`config.mk`:
```
export PLATFORM = sky130hd
export DESIGN_NAME = qc_row_scheduler_flat
export DESIGN_NICKNAME = d
export VERILOG_FILES = /design/src/rtl/qc_row_scheduler_if.sv /design/src/rtl/qc_row_scheduler.sv /design/src/flat_wrapper.sv
export SDC_FILE = /design/constraint.sdc
export NUM_CORES = 1
export LEC_CHECK = 0
export ABC_AREA = 1
export BUFFER_PORTS_ARGS = -buffer_cell sky130_fd_sc_hd__buf_2
export CAP_MARGIN = 20
export CELL_PAD_IN_SITES_DETAIL_PLACEMENT = 1
export CELL_PAD_IN_SITES_GLOBAL_PLACEMENT = 1
export CORE_AREA = 8 8 625 627
export CTS_CLUSTER_DIAMETER = 30
export DETAILED_ROUTE_END_ITERATION = 12
export DIE_AREA = 0 0 633 635
export GPL_TIMING_DRIVEN = 0
export PLACE_DENSITY_LB_ADDON = 0.15
export RECOVER_POWER = 50
export SLEW_MARGIN = 10
export SYNTH_ARGS = -nofsm -noshare
export SYNTH_HDL_FRONTEND = slang
export SYNTH_SLANG_ARGS = --single-unit
```
`constraint.sdc`:
```
create_clock -name i_clk -period 1.7 [get_ports i_clk]
set_input_delay 0.17 -clock i_clk [delete_from_list [all_inputs] [get_ports i_clk]]
set_output_delay 0.17 -clock i_clk [all_outputs]
set_load 0.03 [all_outputs]
```
`src/rtl/qc_row_scheduler_if.sv`:
```
// Bus bundle between the LDPC row scheduler and its neighbours: row control,
// entry table, message buffer, mul_shift port and row results.
interface qc_row_scheduler_if #(
  parameter int unsigned MAX_ZC = 384,
  parameter int unsigned COL_W  = 7,
  parameter int unsigned ENT_W  = 5
);
  localparam int unsigned SZ_W = 9;

  logic              start;
  logic [SZ_W-1:0]   zc;
  logic [ENT_W-1:0]  num_entries;
  logic              entry_rd;
  logic [ENT_W-1:0]  entry_addr;
  logic [COL_W-1:0]  entry_col;
  logic [SZ_W-1:0]   entry_shift;
  logic              msg_rd;
  logic [COL_W-1:0]  msg_addr;
  logic [MAX_ZC-1:0] msg_data;
  logic [MAX_ZC-1:0] shift_block;
  logic [SZ_W-1:0]   shift_size;
  logic [SZ_W-1:0]   shift_factor;
  logic              shift_enable;
  logic [MAX_ZC-1:0] shift_result;
  logic              busy;
  logic              done;
  logic [MAX_ZC-1:0] acc_out;
  logic              err;

  // Scheduler side
  modport slave (
    input  start, zc, num_entries, entry_col, entry_shift, msg_data, shift_result,
    output entry_rd, entry_addr, msg_rd, msg_addr,
    output shift_block, shift_size, shift_factor, shift_enable,
    output busy, done, acc_out, err
  );

  // Environment side: row requester, tables, shifter
  modport master (
    output start, zc, num_entries, entry_col, entry_shift, msg_data, shift_result,
    input  entry_rd, entry_addr, msg_rd, msg_addr,
    input  shift_block, shift_size, shift_factor, shift_enable,
    input  busy, done, acc_out, err
  );
endinterface

```
`src/rtl/qc_row_scheduler.sv`:
```
// Walks one base-graph row's nonzero entries, fetches each message block,
// drives mul_shift and XOR-accumulates the shifted blocks into the row parity.
module qc_row_scheduler #(
  parameter int unsigned MAX_ZC      = 384,
  parameter int unsigned MAX_COLS    = 68,
  parameter int unsigned MAX_ENTRIES = 31
) (
  input  logic                  i_clk,
  input  logic                  i_rst,
  qc_row_scheduler_if.slave     bus
);
  localparam int unsigned COL_W = $clog2(MAX_COLS);
  localparam int unsigned ENT_W = $clog2(MAX_ENTRIES + 1);
  localparam int unsigned SZ_W  = 9;

  localparam logic [SZ_W-1:0] ZC_MIN = SZ_W'(2);
  localparam logic [SZ_W-1:0] ZC_MAX = SZ_W'(MAX_ZC);

  localparam logic [2:0] S_IDLE = 3'd0;
  localparam logic [2:0] S_ENT  = 3'd1;
  localparam logic [2:0] S_MSG  = 3'd2;
  localparam logic [2:0] S_SHF  = 3'd3;
  localparam logic [2:0] S_ACC  = 3'd4;
  localparam logic [2:0] S_DONE = 3'd5;

  logic [2:0]        r_state;
  logic [2:0]        w_next;
  logic [ENT_W-1:0]  r_idx;
  logic [ENT_W-1:0]  w_idx_nxt;
  logic [SZ_W-1:0]   r_zc;
  logic [ENT_W-1:0]  r_n;
  logic [SZ_W-1:0]   r_shift_q;
  logic              r_err;
  logic              r_busy;
  logic              r_done;
  logic [MAX_ZC-1:0] r_acc;
  logic              r_entry_rd;
  logic [ENT_W-1:0]  r_entry_addr;
  logic              r_msg_rd;
  logic              r_shift_en;
  logic [MAX_ZC-1:0] r_shift_block;
  logic [SZ_W-1:0]   r_shift_size;
  logic [SZ_W-1:0]   r_shift_factor;

  logic              w_legal;
  logic              w_last;
  logic              w_shift_ok;

  assign w_legal    = (bus.zc >= ZC_MIN) && (bus.zc <= ZC_MAX) &&
                      (bus.num_entries != '0);
  assign w_last     = (r_idx == (r_n - ENT_W'(1)));
  assign w_shift_ok = (bus.entry_shift < r_zc);

  // Next-state and entry index
  always_comb begin
    w_next    = r_state;
    w_idx_nxt = r_idx;
    case (r_state)
      S_IDLE: begin
        if (bus.start) begin
          if (w_legal) begin
            w_next    = S_ENT;
            w_idx_nxt = '0;
          end else begin
            w_next = S_DONE;
          end
        end
      end
      S_ENT: w_next = S_MSG;
      S_MSG: w_next = S_SHF;
      S_SHF: w_next = S_ACC;
      S_ACC: begin
        if (w_last) begin
          w_next = S_DONE;
        end else begin
          w_next    = S_ENT;
          w_idx_nxt = r_idx + ENT_W'(1);
        end
      end
      S_DONE:  w_next = S_IDLE;
      default: w_next = S_IDLE;
    endcase
  end

  always_ff @(posedge i_clk) begin
    if (i_rst) r_state <= S_IDLE;
    else       r_state <= w_next;
  end

  // Strobes and shifter drive are registered off the next state so they
  // line up with the state they belong to.
  always_ff @(posedge i_clk) begin
    if (i_rst) begin
      r_idx          <= '0;
      r_zc           <= '0;
      r_n            <= '0;
      r_shift_q      <= '0;
      r_err          <= 1'b0;
      r_busy         <= 1'b0;
      r_done         <= 1'b0;
      r_acc          <= '0;
      r_entry_rd     <= 1'b0;
      r_entry_addr   <= '0;
      r_msg_rd       <= 1'b0;
      r_shift_en     <= 1'b0;
      r_shift_block  <= '0;
      r_shift_size   <= '0;
      r_shift_factor <= '0;
    end else begin
      r_idx        <= w_idx_nxt;
      r_entry_rd   <= (w_next == S_ENT);
      r_entry_addr <= (w_next == S_ENT) ? w_idx_nxt : '0;
      r_msg_rd     <= (w_next == S_MSG);
      r_done       <= (w_next == S_DONE);

      if (w_next == S_ACC) begin
        r_shift_en     <= 1'b1;
        r_shift_block  <= bus.msg_data;
        r_shift_size   <= r_zc;
        r_shift_factor <= r_shift_q;
      end else begin
        r_shift_en     <= 1'b0;
        r_shift_block  <= '0;
        r_shift_size   <= '0;
        r_shift_factor <= '0;
      end

      case (r_state)
        S_IDLE: begin
          if (bus.start) begin
            r_acc <= '0;
            if (w_legal) begin
              r_zc   <= bus.zc;
              r_n    <= bus.num_entries;
              r_err  <= 1'b0;
              r_busy <= 1'b1;
            end else begin
              r_err  <= 1'b1;
            end
          end
        end
        // Out-of-range shift still accumulates, as an unshifted block
        S_MSG: begin
          r_shift_q <= w_shift_ok ? bus.entry_shift : '0;
          if (!w_shift_ok) r_err <= 1'b1;
        end
        S_ACC:  r_acc  <= r_acc ^ bus.shift_result;
        S_DONE: r_busy <= 1'b0;
        default: ;
      endcase
    end
  end

  assign bus.entry_rd     = r_entry_rd;
  assign bus.entry_addr   = r_entry_addr;
  assign bus.msg_rd       = r_msg_rd;
  // Column arrives from the entry table in the same cycle it is forwarded
  assign bus.msg_addr     = r_msg_rd ? bus.entry_col : '0;
  assign bus.shift_block  = r_shift_block;
  assign bus.shift_size   = r_shift_size;
  assign bus.shift_factor = r_shift_factor;
  assign bus.shift_enable = r_shift_en;
  assign bus.busy         = r_busy;
  assign bus.done         = r_done;
  assign bus.acc_out      = r_acc;
  assign bus.err          = r_err;

endmodule
```
`src/flat_wrapper.sv`:
```
// flat-port wrapper written by rule: the top's interface ports become plain ports
module qc_row_scheduler_flat 
#(
  parameter int unsigned MAX_ZC      = 384,
  parameter int unsigned MAX_COLS    = 68,
  parameter int unsigned MAX_ENTRIES = 31
)
  (i_clk, i_rst, bus_start, bus_zc, bus_num_entries, bus_entry_col, bus_entry_shift, bus_msg_data, bus_shift_result, bus_entry_rd, bus_entry_addr, bus_msg_rd, bus_msg_addr, bus_shift_block, bus_shift_size, bus_shift_factor, bus_shift_enable, bus_busy, bus_done, bus_acc_out, bus_err);
  qc_row_scheduler_if #(.MAX_ZC(MAX_ZC)) bus_i ();
  input  logic i_clk;
  input  logic i_rst;
  input wire logic [$bits(bus_i.start)-1:0] bus_start;
  input wire logic [$bits(bus_i.zc)-1:0] bus_zc;
  input wire logic [$bits(bus_i.num_entries)-1:0] bus_num_entries;
  input wire logic [$bits(bus_i.entry_col)-1:0] bus_entry_col;
  input wire logic [$bits(bus_i.entry_shift)-1:0] bus_entry_shift;
  input wire logic [$bits(bus_i.msg_data)-1:0] bus_msg_data;
  input wire logic [$bits(bus_i.shift_result)-1:0] bus_shift_result;
  output wire logic [$bits(bus_i.entry_rd)-1:0] bus_entry_rd;
  output wire logic [$bits(bus_i.entry_addr)-1:0] bus_entry_addr;
  output wire logic [$bits(bus_i.msg_rd)-1:0] bus_msg_rd;
  output wire logic [$bits(bus_i.msg_addr)-1:0] bus_msg_addr;
  output wire logic [$bits(bus_i.shift_block)-1:0] bus_shift_block;
  output wire logic [$bits(bus_i.shift_size)-1:0] bus_shift_size;
  output wire logic [$bits(bus_i.shift_factor)-1:0] bus_shift_factor;
  output wire logic [$bits(bus_i.shift_enable)-1:0] bus_shift_enable;
  output wire logic [$bits(bus_i.busy)-1:0] bus_busy;
  output wire logic [$bits(bus_i.done)-1:0] bus_done;
  output wire logic [$bits(bus_i.acc_out)-1:0] bus_acc_out;
  output wire logic [$bits(bus_i.err)-1:0] bus_err;
  assign bus_i.start = bus_start;
  assign bus_i.zc = bus_zc;
  assign bus_i.num_entries = bus_num_entries;
  assign bus_i.entry_col = bus_entry_col;
  assign bus_i.entry_shift = bus_entry_shift;
  assign bus_i.msg_data = bus_msg_data;
  assign bus_i.shift_result = bus_shift_result;
  assign bus_entry_rd = bus_i.entry_rd;
  assign bus_entry_addr = bus_i.entry_addr;
  assign bus_msg_rd = bus_i.msg_rd;
  assign bus_msg_addr = bus_i.msg_addr;
  assign bus_shift_block = bus_i.shift_block;
  assign bus_shift_size = bus_i.shift_size;
  assign bus_shift_factor = bus_i.shift_factor;
  assign bus_shift_enable = bus_i.shift_enable;
  assign bus_busy = bus_i.busy;
  assign bus_done = bus_i.done;
  assign bus_acc_out = bus_i.acc_out;
  assign bus_err = bus_i.err;
  qc_row_scheduler #(.MAX_ZC(MAX_ZC), .MAX_COLS(MAX_COLS), .MAX_ENTRIES(MAX_ENTRIES)) u_core (.i_clk(i_clk), .i_rst(i_rst), .bus(bus_i));
endmodule
```
# [Word level (Yosys, flattened, before mapping)]
# Cells that the tools add are included.
[totals] register_bits=828 output_inout_bits=804
[op_classes] add_sub_neg=2 n_lt_le_gt_ge=3 eq_ne=13 muxes=20 bitwise=3 reduce_logical=13
[ops] op="one-hot mux 384 bit (2 select lines)" n=1
[ops] op="two-way mux 384 bit" n=1
[ops] op="bitwise XOR 384 bit" n=1
[ops] op="two-way mux 5 bit" n=3
[ops] op="one-hot mux 3 bit (5 select lines)" n=1
[ops] op="equality test 3 bit (second input constant)" n=4
[ops] op="one-hot mux 5 bit (2 select lines)" n=1
[ops] op="equality test 3 x 2 -> 1 bit (second input constant)" n=3
[ops] op=">= comparator 9 x 2 -> 1 bit (second input constant)" n=1
[ops] op="less-or-equal comparator 9 bit (second input constant)" n=1
[ops] op="less-than comparator 9 bit" n=1
[ops] op="two-way mux 3 bit" n=3
[ops] op="two-way mux 9 bit" n=1
[ops] op="AND reduction 3 bit" n=3
[ops] op="two-way mux 7 bit" n=1
[ops] op="equality test 3 x 1 -> 1 bit (second input constant)" n=2
[ops] op="two-way mux 1 bit" n=6
[ops] op="nonzero test 2 bit" n=3
[ops] op="adder 5 x 1 -> 5 bit (second input constant)" n=1
[ops] op="equality test 5 bit" n=1
[ops] op="nonzero test 5 bit" n=1
[ops] op="subtractor 5 x 1 -> 5 bit (second input constant)" n=1
[ops] op="inequality test 2 bit (second input constant)" n=2
[ops] op="one-hot mux 1 bit (2 select lines)" n=2
[ops] op="other kinds (6)" n=9

# [Depth between registers and ports, before layout]
[depth] depth_word=9 mapped_depth=13 mapped_depth_nobuf=13

# [Least setup slack after synthesis]
# No wires, ideal clock.
[synth_timing] path_kind="flip-flop to flip-flop" startpoint="register u_core.r_n[0]" endpoint="register u_core.r_entry_addr[4] (netlist: u_core.bus.entry_addr[4])" setup_ns=0.117 t_arrival_ns=1.533 required_time_ns=1.583 setup_slack_ns=0.050 stages_incl_launch_ff=14 n_path_buf=0 synth_period_minus_slack_ns=1.650 path_cell_list="dfxtp_1 > inv_1 > ha_1 > inv_1 > nand2_1 > nand2_1 > nor2_1 > nand2_1 > nor2_1 > nand2_2 > nand2_1 > nand2_1 > nand2_1 > nor2_1"
[synth_via] elab_chain_len=7
[synth_rtl] element="start: declaration" line="qc_row_scheduler.sv:31" text="logic [ENT_W-1:0] r_n;"
[synth_rtl] element="start signal: assignment" line="qc_row_scheduler.sv:134" text="r_n <= bus.num_entries;"
[synth_rtl] element="subtractor 5 x 1 -> 5 bit *" line="qc_row_scheduler.sv:51" text="assign w_last = (r_idx == (r_n - ENT_W'(1)));"
[synth_rtl] element="equality test 5 bit *" line="qc_row_scheduler.sv:51"
[synth_rtl] element="two-way mux 3 bit" line="qc_row_scheduler.sv:73" text="if (w_last) begin"
[synth_rtl] element="one-hot mux 3 bit (5 select lines)" line="qc_row_scheduler.sv:58" text="case (r_state)"
[synth_rtl] element="equality test 3 x 1 -> 1 bit" line="qc_row_scheduler.sv:112" text="r_entry_addr <= (w_next == S_ENT) ? w_idx_nxt : '0;"
[synth_rtl] element="NOT 1 bit (no line)"
[synth_rtl] element="OR reduction 2 bit (no line)"
[synth_rtl] element="end signal: assignment" line="qc_row_scheduler.sv:112"
[synth_rtl] element="end: declaration" line="qc_row_scheduler.sv:38" text="logic [ENT_W-1:0] r_entry_addr;"
# Mark *: on every way between the ends. The rest lies on a longest branch, timed or not.
# A chain may end at the register's enable or synchronous reset.

# [Worst setup path after layout]
[layout_timing] startpoint="register u_core.r_state[0]" endpoint="register u_core.r_entry_addr[3] (netlist: u_core.bus.entry_addr[3])"
[layout_via] elab_chain_len=5
[layout_rtl] element="start: declaration" line="qc_row_scheduler.sv:26" text="logic [2:0] r_state;"
[layout_rtl] element="start signal: assignment" line="qc_row_scheduler.sv:87" text="else r_state <= w_next;"
[layout_rtl] element="equality test 3 bit, or another cell as far along" line="qc_row_scheduler.sv:58"
[layout_rtl] element="one-hot mux 3 bit (5 select lines)" line="qc_row_scheduler.sv:58"
[layout_rtl] element="equality test 3 x 1 -> 1 bit" line="qc_row_scheduler.sv:112"
[layout_rtl] element="NOT 1 bit (no line)"
[layout_rtl] element="OR reduction 2 bit (no line)"
# Parallel ways exist; a longest one is shown, timed or not.

==> impl_metrics.env <==
export IMPL_outcome="complete, but fails checks"
export IMPL_violations="negative setup slack"
export IMPL_crit_type="flop to flop"
export IMPL_die_w_um=633
export IMPL_pre_cts_slack_ns=-1.55
export IMPL_grt_pass1_wl_mm=362
export IMPL_synth_seq_cells=828
export IMPL_fin_area_um2=66900
export IMPL_setup_violations=354
export IMPL_clk_latency_ns=0.88
export IMPL_seqPwrFrac_pct=23.1
export IMPL_hold_ws_ns=0.0955
export IMPL_rsz0062_at_grt="true"
export IMPL_timing_final_crit_share_pct=110
export IMPL_ys_types=26
export IMPL_switching_share_pct=25.6
export IMPL_max_slew_margin_pct=33.7
export IMPL_syn_area_per_cell_um2=8.64
export IMPL_path_clk_slew_ns=0.04
export IMPL_wire_per_inst_um=24.8
export IMPL_placed_cell_area_um2=42200
export IMPL_cts_buffers=336
export IMPL_final_common_cell="buf_2"
export IMPL_via_per_inst=2.88
export IMPL_antenna_found_initial=120
export IMPL_ant_nets=0
export IMPL_gp_congestion=0.869
export IMPL_hpwl_mm=240
export IMPL_die_area_um2=402000
export IMPL_grt_pass1_vias=36900
export IMPL_drtIter0Drc=975
export IMPL_hold_violations=0
export IMPL_combPwrFrac_pct=9.9
export IMPL_fmax_ghz=0.533
export IMPL_dr_pass1_iters=4
export IMPL_final_cells=11500
export IMPL_slew_viol_final=0
export IMPL_cp_arrival_ns=2.60
export IMPL_layout_common_cells="buf_2 (1356), dlygate4sd3_1 (938), dfxtp_1 (783), nor2_1 (691), inv_1 (426)"
export IMPL_start_kind="flop"
export IMPL_vdd_drop_max_mv=0.724
export IMPL_synth_top_area_share_pct=59.5
export IMPL_met1_length_mm=119
export IMPL_htreeDepth=5
export IMPL_layout_drive_gt1_share_pct=40.9
export IMPL_p_int_mw=65.1
export IMPL_vias=33100
export IMPL_root_buffer="clkbuf_16"
export IMPL_dp_cells=9866
export IMPL_tritoncts="yes"
export IMPL_maxCapViolations=0
export IMPL_p_leak_nw=31.0
export IMPL_nFillCells=44600
export IMPL_wl_met2_mm=136
export IMPL_globalRoute_totalOverflow=0
export IMPL_syn_inst=3225
export IMPL_ioPinCount=1605
export IMPL_rows=227
export IMPL_grt_total_usage_pct=13.4
export IMPL_synth_nets=4036
export IMPL_switching_power_mw=22.4
export IMPL_grt_max_degree=15
export IMPL_crit_fanout=7
export IMPL_worst_slew_pin_slew_ns=0.995
export IMPL_ys_seq_area_share_pct=59.5
export IMPL_hold_class="input port to flop"
export IMPL_top_layer_used="met5"
export IMPL_skew_ns=0.0540
export IMPL_finalNetCount=6975
export IMPL_cts_buffer_depth=4
export IMPL_drc=0
export IMPL_syn_area_um2=27900
export IMPL_cp_required_ns=2.42
export IMPL_met3WireLength_mm=23.4
export IMPL_p_per_area_nw_per_um2=1310
export IMPL_period_needed_ns=1.88
export IMPL_ys_warnings_count=0
export IMPL_ys_top_cells_by_area="dfxtp_1 (59%), xor2_1 (10%), nor2_1 (10%), nand2_1 (7.0%), inv_1 (5.8%)"
export IMPL_yosys_area_top_type="dfxtp_1"
export IMPL_cts_sinks=828
export IMPL_power_frac_clock_pct=67.0
export IMPL_syn_to_final_growth_pct=140
export IMPL_core_um2=381000
export IMPL_routed_wl_mm=285
export IMPL_port_buffer_count=1603
export IMPL_fin_ws_ns=-0.175
export IMPL_initial_utilization_pct=7.32
export IMPL_worstSetupEndpointType="flop"
export IMPL_die_h_um=635
## cells in the mapped netlist
cell	n
xor2_1	321
ha_1	10
nand3_1	17
nor3_1	2
nand3_2	1
nand2_1	519
nand2_2	1
inv_2	5
o211ai_1	1
buf_4	2
xnor2_1	1
and3_1	1
buf_2	120
a22oi_1	1
nor2_4	2
or2_2	14
clkbuf_1	10
buf_6	6
nor2_1	746
dfxtp_1	828
inv_1	434
o21ai_1	1
nand4_1	11
a21oi_1	103
o21ai_0	17
or2_0	51
## final cells by class
cell class	count	area [um^2]	area share, %
repair buffers	2603	19000	28.3
flip-flops and latches	828	16700	24.9
multi-input cells	1820	10500	15.7
clock buffers	515	10200	15.2
well taps	5038	6300	9.42
inverters	439	1660	2.48
plain buffers	136	1640	2.45
clock inverters	82	925	1.38
diodes	44	110	0.165
## per-stage QoR
stage                     power [mW]  util [%]  TNS [ns]
after floorplan                 22.7         -         0
after global placement          25.8      11.1   -865.57
after detailed placement        25.8      11.1   -881.10
after CTS                       88.6      17.1    -81.68
after global routing            91.2      17.6    -92.95
final                           87.5      17.6    -19.03
## cell families (layout without fill, tap and decap cells)
logic type	Yosys count	after routing	synth area share, %
other	0	44	0
buffers and inverters	577	3775	8.50
XOR/XNOR	322	322	10.1
AO/OA/AOI/OAI	123	123	2.23
AND/OR/NAND/NOR	1365	1365	19.2
flip-flops	828	828	59.5
adder cells (fa/ha/maj)	10	10	0.449
## worst paths after layout
kind / from / to / slack (ns) / cells past startpoint
setup / recovery: u_core.r_state[0]$_SDFF_PP0_ / u_core.bus.entry_addr[3]$_SDFF_PP0_ / -0.18 / 10
hold / removal: bus_zc[6] / u_core.r_state[2]$_SDFF_PP0_ / 0.1 / 9
setup reg to reg: u_core.r_state[0]$_SDFF_PP0_ / u_core.bus.entry_addr[3]$_SDFF_PP0_ / -0.18 / 10
hold reg to reg: u_core.r_shift_q[0]$_SDFFE_PP0N_ / u_core.bus.shift_factor[0]$_SDFF_PP0_ / 0.43 / 2
## state kept, by name (all words and copies together) (netlist names), 3 cells and up
register / cells
u_core.bus.acc_out: 384
u_core.bus.shift_block: 384
u_core.bus.entry_addr: 5
u_core.r_zc: 9
u_core.r_n: 5
u_core.r_shift_q: 9
u_core.r_idx: 5
u_core.bus.shift_factor: 9
u_core.bus.shift_size: 9
u_core.r_state: 3
## metal layers
layer	track usage [%]	vias to the layer above
met2	22.9	1368
li1	-	15600
met4	3.30	30
met5	0	-
met3	4.89	410
met1	15.9	15700
## critical path, stage by stage, from the launching register on
cell and delay, ns:
dfxtp_4 0.35, nor2_4 0.14, inv_4 0.06, buf_4 0.14, nor2_4 0.11, nand2_4 0.10
inv_4 0.08, nand3_4 0.23, nand2_4 0.18, nand2_8 0.08, a21oi_4 0.26
## power groups by stage
stage | sequential [mW] | clock [mW] | combinational, mW
finish | 20.2 | 58.6 | 8.66
global route | 20.2 | 61.6 | 9.35
CTS | 20.2 | 60.3 | 8.14
detailed placement | 20.5 | 0 | 5.36
global placement | 20.5 | 0 | 5.35
floorplan | 21.1 | 0 | 1.57
## what timing repair did
item                                   4_1_cts  5_1_grt
pin swaps                                   11       62
gates resized for setup                    600      311
gates cloned                                 5       20
endpoints found under the hold margin      809        0
setup buffers                               21       18
hold buffers                               939        0
setup endpoints to repair                 1341     1145
Note: power is estimated with default switching activity, not from simulation.
